<file path="src/rtl/norflash16_wb_pkg.sv">
// Shared definitions for the 16-bit NOR flash Wishbone bridge.
package norflash16_wb_pkg;

  typedef enum logic [2:0] {
    S_IDLE     = 3'd0,
    S_RD_HI    = 3'd1,
    S_RD_LO    = 3'd2,
    S_WR_SETUP = 3'd3,
    S_WR_PULSE = 3'd4,
    S_WR_HOLD  = 3'd5,
    S_ACK      = 3'd6
  } state_e;

  // Low two flash byte-address bits selecting the halfword of a 32-bit word
  localparam logic [1:0] FLASH_HALF_HI = 2'b00;
  localparam logic [1:0] FLASH_HALF_LO = 2'b10;

endpackage

</file>
<file path="src/rtl/norflash16_wb.sv">
// Wishbone slave to 16-bit parallel NOR flash: 32-bit reads as two timed
// big-endian halfword reads, halfword writes as timed write pulses.
//
// state      | meaning
// -----------+------------------------------------------------------------
// S_IDLE     | waiting for a new cycle; flash deselected
// S_RD_HI    | reading halfword at offset 0 (-> wb_dat_o[31:16])
// S_RD_LO    | reading halfword at offset 2 (-> wb_dat_o[15:0])
// S_WR_SETUP | address/data setup before the write pulse
// S_WR_PULSE | flash_we_n held low for WR_TIMING cycles
// S_WR_HOLD  | address/data hold; maybe start the second halfword
// S_ACK      | wb_ack_o high for this single cycle
module norflash16_wb
  import norflash16_wb_pkg::*;
#(
  parameter int ADR_WIDTH = 24,
  parameter int RD_TIMING = 6,
  parameter int WR_TIMING = 8
) (
  input  logic                 sys_clk,
  input  logic                 sys_rst_n,
  input  logic [31:0]          wb_adr_i,
  input  logic [31:0]          wb_dat_i,
  output logic [31:0]          wb_dat_o,
  input  logic [3:0]           wb_sel_i,
  input  logic                 wb_stb_i,
  input  logic                 wb_cyc_i,
  input  logic                 wb_we_i,
  output logic                 wb_ack_o,
  output logic [ADR_WIDTH-1:0] flash_adr,
  input  logic [15:0]          flash_d_i,
  output logic [15:0]          flash_d_o,
  output logic                 flash_d_oe,
  output logic                 flash_ce_n,
  output logic                 flash_oe_n,
  output logic                 flash_we_n
);

  localparam int MAX_T = (RD_TIMING > WR_TIMING) ? RD_TIMING : WR_TIMING;
  localparam int CW    = $clog2(MAX_T + 1);
  localparam logic [CW-1:0] RD_LOAD = CW'(RD_TIMING - 1);
  localparam logic [CW-1:0] WR_LOAD = CW'(WR_TIMING - 1);

  state_e                 state_q, state_d;
  logic [CW-1:0]          cnt_q, cnt_d;
  logic [ADR_WIDTH-1:0]   adr_q, adr_d;
  logic [15:0]            dout_q, dout_d;
  logic [31:0]            dat_q, dat_d;
  logic                   doe_q, doe_d;
  logic                   ce_n_q, ce_n_d;
  logic                   oe_n_q, oe_n_d;
  logic                   we_n_q, we_n_d;
  logic                   ack_q, ack_d;
  logic                   wr_hi_q, wr_hi_d;

  logic                   cnt_zero;
  logic [ADR_WIDTH-3:0]   req_word;
  logic                   unused_adr;

  assign cnt_zero   = (cnt_q == '0);
  assign req_word   = wb_adr_i[ADR_WIDTH-1:2];
  assign unused_adr = ^{wb_adr_i[31:ADR_WIDTH], wb_adr_i[1:0]};

  always_comb begin
    state_d = state_q;
    cnt_d   = cnt_q;
    adr_d   = adr_q;
    dout_d  = dout_q;
    dat_d   = dat_q;
    doe_d   = doe_q;
    ce_n_d  = ce_n_q;
    oe_n_d  = oe_n_q;
    we_n_d  = we_n_q;
    ack_d   = 1'b0;
    wr_hi_d = wr_hi_q;

    unique case (state_q)
      S_IDLE: begin
        if (wb_cyc_i && wb_stb_i && !ack_q) begin
          if (!wb_we_i) begin
            adr_d   = {req_word, FLASH_HALF_HI};
            ce_n_d  = 1'b0;
            oe_n_d  = 1'b0;
            cnt_d   = RD_LOAD;
            state_d = S_RD_HI;
          end else if (|wb_sel_i[3:2]) begin
            adr_d   = {req_word, FLASH_HALF_HI};
            dout_d  = wb_dat_i[31:16];
            doe_d   = 1'b1;
            ce_n_d  = 1'b0;
            wr_hi_d = 1'b1;
            state_d = S_WR_SETUP;
          end else if (|wb_sel_i[1:0]) begin
            adr_d   = {req_word, FLASH_HALF_LO};
            dout_d  = wb_dat_i[15:0];
            doe_d   = 1'b1;
            ce_n_d  = 1'b0;
            wr_hi_d = 1'b0;
            state_d = S_WR_SETUP;
          end else begin
            ack_d   = 1'b1;
            state_d = S_ACK;
          end
        end
      end

      S_RD_HI: begin
        if (!wb_cyc_i) begin
          ce_n_d  = 1'b1;
          oe_n_d  = 1'b1;
          state_d = S_IDLE;
        end else if (cnt_zero) begin
          dat_d[31:16] = flash_d_i;
          adr_d   = {adr_q[ADR_WIDTH-1:2], FLASH_HALF_LO};
          cnt_d   = RD_LOAD;
          state_d = S_RD_LO;
        end else begin
          cnt_d = cnt_q - 1'b1;
        end
      end

      S_RD_LO: begin
        if (!wb_cyc_i) begin
          ce_n_d  = 1'b1;
          oe_n_d  = 1'b1;
          state_d = S_IDLE;
        end else if (cnt_zero) begin
          dat_d[15:0] = flash_d_i;
          ce_n_d  = 1'b1;
          oe_n_d  = 1'b1;
          ack_d   = 1'b1;
          state_d = S_ACK;
        end else begin
          cnt_d = cnt_q - 1'b1;
        end
      end

      // An abandoned cycle is dropped here, before any pulse has begun
      S_WR_SETUP: begin
        if (!wb_cyc_i) begin
          doe_d   = 1'b0;
          ce_n_d  = 1'b1;
          state_d = S_IDLE;
        end else begin
          we_n_d  = 1'b0;
          cnt_d   = WR_LOAD;
          state_d = S_WR_PULSE;
        end
      end

      // The pulse always runs to completion so the flash never sees a short write
      S_WR_PULSE: begin
        if (cnt_zero) begin
          we_n_d  = 1'b1;
          state_d = S_WR_HOLD;
        end else begin
          cnt_d = cnt_q - 1'b1;
        end
      end

      S_WR_HOLD: begin
        if (!wb_cyc_i) begin
          doe_d   = 1'b0;
          ce_n_d  = 1'b1;
          state_d = S_IDLE;
        end else if (wr_hi_q && (|wb_sel_i[1:0])) begin
          adr_d   = {adr_q[ADR_WIDTH-1:2], FLASH_HALF_LO};
          dout_d  = wb_dat_i[15:0];
          wr_hi_d = 1'b0;
          state_d = S_WR_SETUP;
        end else begin
          doe_d   = 1'b0;
          ce_n_d  = 1'b1;
          ack_d   = 1'b1;
          state_d = S_ACK;
        end
      end

      S_ACK: begin
        state_d = S_IDLE;
      end

      default: begin
        doe_d   = 1'b0;
        ce_n_d  = 1'b1;
        oe_n_d  = 1'b1;
        we_n_d  = 1'b1;
        state_d = S_IDLE;
      end
    endcase
  end

  always_ff @(posedge sys_clk or negedge sys_rst_n) begin
    if (!sys_rst_n) begin
      state_q <= S_IDLE;
      cnt_q   <= '0;
      adr_q   <= '0;
      dout_q  <= '0;
      dat_q   <= '0;
      doe_q   <= 1'b0;
      ce_n_q  <= 1'b1;
      oe_n_q  <= 1'b1;
      we_n_q  <= 1'b1;
      ack_q   <= 1'b0;
      wr_hi_q <= 1'b0;
    end else begin
      state_q <= state_d;
      cnt_q   <= cnt_d;
      adr_q   <= adr_d;
      dout_q  <= dout_d;
      dat_q   <= dat_d;
      doe_q   <= doe_d;
      ce_n_q  <= ce_n_d;
      oe_n_q  <= oe_n_d;
      we_n_q  <= we_n_d;
      ack_q   <= ack_d;
      wr_hi_q <= wr_hi_d;
    end
  end

  assign wb_dat_o   = dat_q;
  assign wb_ack_o   = ack_q;
  assign flash_adr  = adr_q;
  assign flash_d_o  = dout_q;
  assign flash_d_oe = doe_q;
  assign flash_ce_n = ce_n_q;
  assign flash_oe_n = oe_n_q;
  assign flash_we_n = we_n_q;

endmodule

</file>
<file path="config.mk">
export PLATFORM = sky130hd
export DESIGN_NAME = norflash16_wb
export DESIGN_NICKNAME = d
export VERILOG_FILES = /design/src/rtl/norflash16_wb_pkg.sv /design/src/rtl/norflash16_wb.sv
export SDC_FILE = /design/constraint.sdc
export NUM_CORES = 1
export LEC_CHECK = 0
export CAP_MARGIN = 25
export CORE_MARGIN = 1.5
export CORE_UTILIZATION = 40
export CTS_CLUSTER_DIAMETER = 150
export DETAILED_ROUTE_END_ITERATION = 8
export DONT_BUFFER_PORTS = 1
export PLACE_DENSITY = 0.54
export SYNTH_ARGS = -nofsm -noshare
export SYNTH_HDL_FRONTEND = slang
export SYNTH_SLANG_ARGS = --single-unit
</file>
<file path="constraint.sdc">
create_clock -name sys_clk -period 1.9 [get_ports sys_clk]
set_input_delay 0.38 -clock sys_clk [delete_from_list [all_inputs] [get_ports sys_clk]]
set_output_delay 0.38 -clock sys_clk [all_outputs]
set_load 0.05 [all_outputs]
</file>
Word level (Yosys, flattened, before mapping)
Cells that the tools add are included.

Equal/unequal tests: 25. Muxes and demuxes: 75. Magnitude comparators: 0. Multiply operators: 0. Divide/modulo/power cells: 0. Reduce and logical (&&, ||, !) cells: 27. $add $sub $neg: 1. Shift operators: 0. Bitwise operators: 6.

Operators by type and width (number): $mux 16 (6); $mux 24 (4); $pmux 24 s3 (1); $mux 3 (12); $mux 1 (32); $pmux 16 s2 (1); $mux 4 (7); $ne 2x2->1 const B (13); $reduce_and 6->1 (4); $pmux 4 s5 (1); $pmux 3 s6 (1); $ne 3x3->1 const B (4); $reduce_and 5->1 (2); $eq 3x3->1 const B (3); $reduce_and 3->1 (3); $mux 2 (4); $pmux 1 s4 (2); $reduce_or 2->1 (4); $reduce_or 4->1 (2); $reduce_and 7->1 (1); $eq 3x2->1 const B (2); $not 1->1 (6); $pmux 1 s3 (2); $pmux 1 s5 (1); 14 further kinds (16).

Memory bits (writable): 0. Bits in latches: 0. Register bits after elaboration: 85. Memories: 0. Word-level logic and storage cells: 147. Bits in read-only memories: 0.

Depth between registers and ports, before layout
Depth after elaboration: 6. Depth in mapped cells: 8.

Worst setup path after synthesis
No wires, ideal clock.

Path kind: register -> register. From: register ack_q, in the netlist wb_ack_o. To: register dout_q[10], in the netlist flash_d_o[10]. Period minus slack after synthesis: 1995 ps. Path buffers: 2. Slack: -95 ps. Data arrival time: 1870 ps. Cell stages (with the launch flop): 7. Cell sequence: dfrtp_1 > and3b_1 > buf_2 > nand4_2 > a21oi_4 > buf_12 > mux2_4.

Word-level cells in the longest chain between the ends: 4.

Ends and longest elaborated chain: start, declared (RTL line norflash16_wb.sv:53) `logic ack_q, ack_d;`; start signal, assigned (RTL line norflash16_wb.sv:216) `ack_q <= ack_d;`; $logic_not 1->1 (RTL line norflash16_wb.sv:79) `if (wb_cyc_i && wb_stb_i && !ack_q) begin`; $logic_and 1x1->1 (RTL line norflash16_wb.sv:79); $ne 2x2->1 (no line); $reduce_and 6->1 (no line); end signal, assigned (RTL line norflash16_wb.sv:210) `dout_q <= dout_d;`; end, declared (RTL line norflash16_wb.sv:47) `logic [15:0] dout_q, dout_d;`.

Every way passes these cells. A chain may end at the register's enable or synchronous reset.

Final worst setup path
From: register state_q[0]. To: register cnt_q[3].

Word-level cells in the longest chain between the ends: 3. Elaborated cells on any way between the ends: 13.

Ends and longest elaborated chain: start, declared (RTL line norflash16_wb.sv:44) `state_e state_q, state_d;`; start signal, assigned (RTL line norflash16_wb.sv:207) `state_q <= state_d;`; $eq 3x3->1, or another cell as far along (RTL line norflash16_wb.sv:77) `unique case (state_q)`; $reduce_bool 5->1 (no line) or $ne 2x2->1 (tied branches); $reduce_and 6->1 (no line); end signal, assigned (RTL line norflash16_wb.sv:208) `cnt_q <= cnt_d;`; end, declared (RTL line norflash16_wb.sv:45) `logic [CW-1:0] cnt_q, cnt_d;`.

Parallel ways exist; a longest one is shown, timed or not.

==> impl_metrics.json <==
{
  "netlist_top_cells_count": "81 x sky130_fd_sc_hd__dfrtp_1, 55 x sky130_fd_sc_hd__mux2_2, 55 x sky130_fd_sc_hd__nand2_1, 26 x sky130_fd_sc_hd__o21ai_0, 11 x sky130_fd_sc_hd__nor2_1",
  "maxCapViolations": 0,
  "yosysMostFrequentCell": "sky130_fd_sc_hd__dfrtp_1",
  "dr.first_iter.drc_count": 62,
  "via_count": 2669,
  "post_drt_via_cell_ratio": 5.349,
  "wl_met3_um": 763,
  "syn-instance-count": 342,
  "grt_setup_unrepaired": "false",
  "timing.fmax_ghz": 0.5629,
  "timing.final.crit_share": 0.9351,
  "antenna_left": 0,
  "net-switching-power_uw": 4256,
  "critical_path.slowest_cell": "sky130_fd_sc_hd__dfrtp_2",
  "core_ar_um2": 9684,
  "syn-num-nets": 432,
  "layout.filler_cells": 919,
  "initial_antenna_violation_count": 0,
  "fraction_of_final_layout_cells_sized_beyond_drive_strength_1": 0.3525,
  "min-delay-path-class": "in -> async",
  "clock_insertion_delay_worst_skew_ps": 350,
  "worstMarginPinSlew_ps": 529.3,
  "final_nets": 451,
  "worstSetupStartpointType": "flip-flop",
  "clock_root_buffer_master": "sky130_fd_sc_hd__clkbuf_8",
  "synth-seq-area-share": 0.5319,
  "share_of_total_power_consumed_by_net_switching": 0.5095,
  "grt_pass1_wl_um": 13040,
  "width_of_the_die_um": 102.5,
  "postSynth.asyncResetShare": 1.000,
  "dr.pass1.iters": 4,
  "ys_ff_latch": 84,
  "top_level_ports": 166,
  "synth_area_leader_cell": "sky130_fd_sc_hd__dfrtp_1",
  "setup_tns_ps": 0,
  "seqPwrFrac": 0.582,
  "grt_util_all_layers": 0.1635,
  "drc": 0,
  "violations": "hold timing",
  "htree_levels": 3,
  "effective_utilization_at_floorplan": 0.4088,
  "synth.avg_cell_area_um2": 11.58,
  "wirelength_met1_um": 3495,
  "yosys-top-cells-area": "sky130_fd_sc_hd__dfrtp_1 51%, sky130_fd_sc_hd__mux2_2 16%, sky130_fd_sc_hd__nand2_1 5.2%",
  "vdd_drop_max_mv": 0.9052,
  "post_synth_instance_area_um2": 3959,
  "dr.max_layer_used": "met4",
  "whs_ps": -294.3,
  "hold_viol_final": 84,
  "timing.critical_path.max_delay_family": "simple AND/OR/NAND/NOR gates",
  "design_power_total_uw": 8352,
  "critical_path_buf_inv_count": 1,
  "ys_types": 51,
  "timing.critical_path.fanout_max": 12,
  "critPathCaptureType": "flip-flop",
  "place_congestion": 0.8926,
  "clock_skew_ps": 6.688,
  "run_status": "finished with violations",
  "clock_tree_from_tritoncts": "yes",
  "die_area_um2": 10500,
  "place_hpwl_um": 6146,
  "synth_top_flop_cell": "sky130_fd_sc_hd__dfrtp_1",
  "detail_route.wl_per_cell_um": 17.33,
  "power_density_nw_per_um2": 1871,
  "clk_transition_reported_paths_ps": 90,
  "reg_to_reg_critical_path_startpoint": "state_q[0]",
  "via_count_of_the_first_global_routing_pass": 2639,
  "layout-area-overhead-vs-synth_pct": 12.77,
  "post_dp_cell_area_um2": 4244,
  "dieHeight_um": 102.5,
  "grt_start_max_net_pins": 85,
  "comb_power_share": 0.275,
  "clock_power_share": 0.143,
  "clk_path_buf_depth": 2,
  "area_share_of_the_largest_cell_type_after_synthesis": 0.5120,
  "internal_power_uw": 4097,
  "grt_overflow": 0,
  "post_synth_edffs": 0,
  "antenna-diode-count": 0,
  "wl_met2_um": 4246,
  "routed_wl_um": 8648,
  "tritoncts.num_buffers": 9,
  "cp_data_required_time_ps": 2190,
  "reg2reg_slack_ps": 120,
  "post-route-min-period_ps": 1777,
  "crit_type": "reg -> reg",
  "slew_violations": 0,
  "timing.critical_path.cells": "buf_4 > nor2b_2 > a32oi_1 > o22a_2 > or4b_1 > o21ai_1",
  "worst_path_largest_cell_delay_ps": 470,
  "worst_ep_arrival_time_ps": 2060,
  "io_buffers": 0,
  "tightest_slew_margin_relative_to_the_limit": 0.6471,
  "row_count": 36,
  "worstReg2RegEnd": "cnt_q[3]",
  "static-leakage-power_uw": 0.002076,
  "final_standard_cell_area_without_fillers_um2": 4464,
  "clock_sink_count": 84,
  "reg2regPathDepth": 6,
  "synth_warnings": 0,
  "setup_viol": 0
}
==> final cells by class <==
cell class	instances	area (um2)	share of cell area
inverters	8	30.03	0.006726
multi-input cells	229	1710	0.3831
flip-flops and latches	84	2108	0.4723
well taps	133	166.4	0.03728
clock buffers	9	123.9	0.02775
clock inverters	7	57.56	0.01289
repair buffers	29	267.8	0.05998
==> power by group through the flow <==
stage | combinational (uW) | clock [uW] | sequential (uW)
after floorplan | 1690 | 0 | 4740
after global placement | 2220 | 0 | 4900
after detailed placement | 2270 | 0 | 4900
after CTS | 2290 | 1250 | 4870
after global routing | 2550 | 1320 | 4950
final | 2300 | 1190 | 4860
==> registers in the layout, summed over array words and instances (netlist names) <==
| signal | count |
|---|---|
| state_q | 3 |
| flash_d_oe | 1 |
| flash_adr | 23 |
| flash_we_n | 1 |
| wb_ack_o | 1 |
| flash_d_o | 16 |
| flash_oe_n | 1 |
| flash_ce_n | 1 |
| wr_hi_q | 1 |
| cnt_q | 4 |
| wb_dat_o | 32 |
==> metrics by stage <==
step / setup WS (ps) / cells / utilization
after floorplan: 12.19 / 342 / -
after global placement: 3.526 / 482 / 0.4382
after detailed placement: -7.130 / 482 / 0.4382
after CTS: 39.75 / 499 / 0.4596
after global routing: 14.81 / 499 / 0.4610
final: 123.4 / 499 / 0.4610
==> logic make-up (layout without fill, tap and decap cells) <==
family | Yosys count | in the layout | synth area share
flops | 84 | 84 | 0.5319
other cells | 1 | 1 | 0.0009473
compound gates | 73 | 73 | 0.1226
simple gates | 89 | 89 | 0.1065
fa+ha+maj | 1 | 1 | 0.003160
buf+inv | 29 | 53 | 0.04045
mux | 65 | 65 | 0.1944
==> how the worst max path moves through the flow <==
stage / startpoint / endpoint / slack [ps] / cells after the start
after CTS: state_q[0] / cnt_q[3] / 40 / 6
final: state_q[0] / cnt_q[3] / 120 / 6
after global placement: state_q[0] / flash_d_o[6] / 4 / 5
after floorplan: wb_ack_o / flash_d_o[10] / 10 / 6
after detailed placement: state_q[0] / flash_d_o[6] / -7 / 5
after global routing: cnt_q[0] / cnt_q[0] / 10 / 8
==> repair_timing <==
item | CTS | global route
endpoints found under the hold margin | 84 | 84
buffers inserted | 1 | 0
pin swaps | 3 | 1
endpoints found under the setup margin | 11 | 5
gates resized for setup | 2 | 4
==> per-layer routing <==
| layer | track usage | up-vias |
|---|---|---|
| met5 | 0 | - |
| met4 | 0.07903 | 0 |
| li1 | - | 1248 |
| met3 | 0.05130 | 11 |
| met1 | 0.1997 | 1284 |
| met2 | 0.2629 | 126 |
==> placed cells by master (no fill, tap or decap), drive strengths merged, types with 2 or more instances in the layout <==
cell / count
nand2b: 2
clkinv: 2
nor3b: 2
a31oi: 6
clkinvlp: 2
nand3: 5
nor2: 12
mux2: 65
clkbuf: 9
o22ai: 6
a21oi: 12
o21ai: 27
nor3: 2
nand2: 55
nand4: 2
dfrtp: 81
buf: 29
inv: 11
o211ai: 2
dfstp: 3
a221oi: 2
a32oi: 3
and2b: 4
a22oi: 2
No activity file was read; power rests on OpenSTA's default activity.
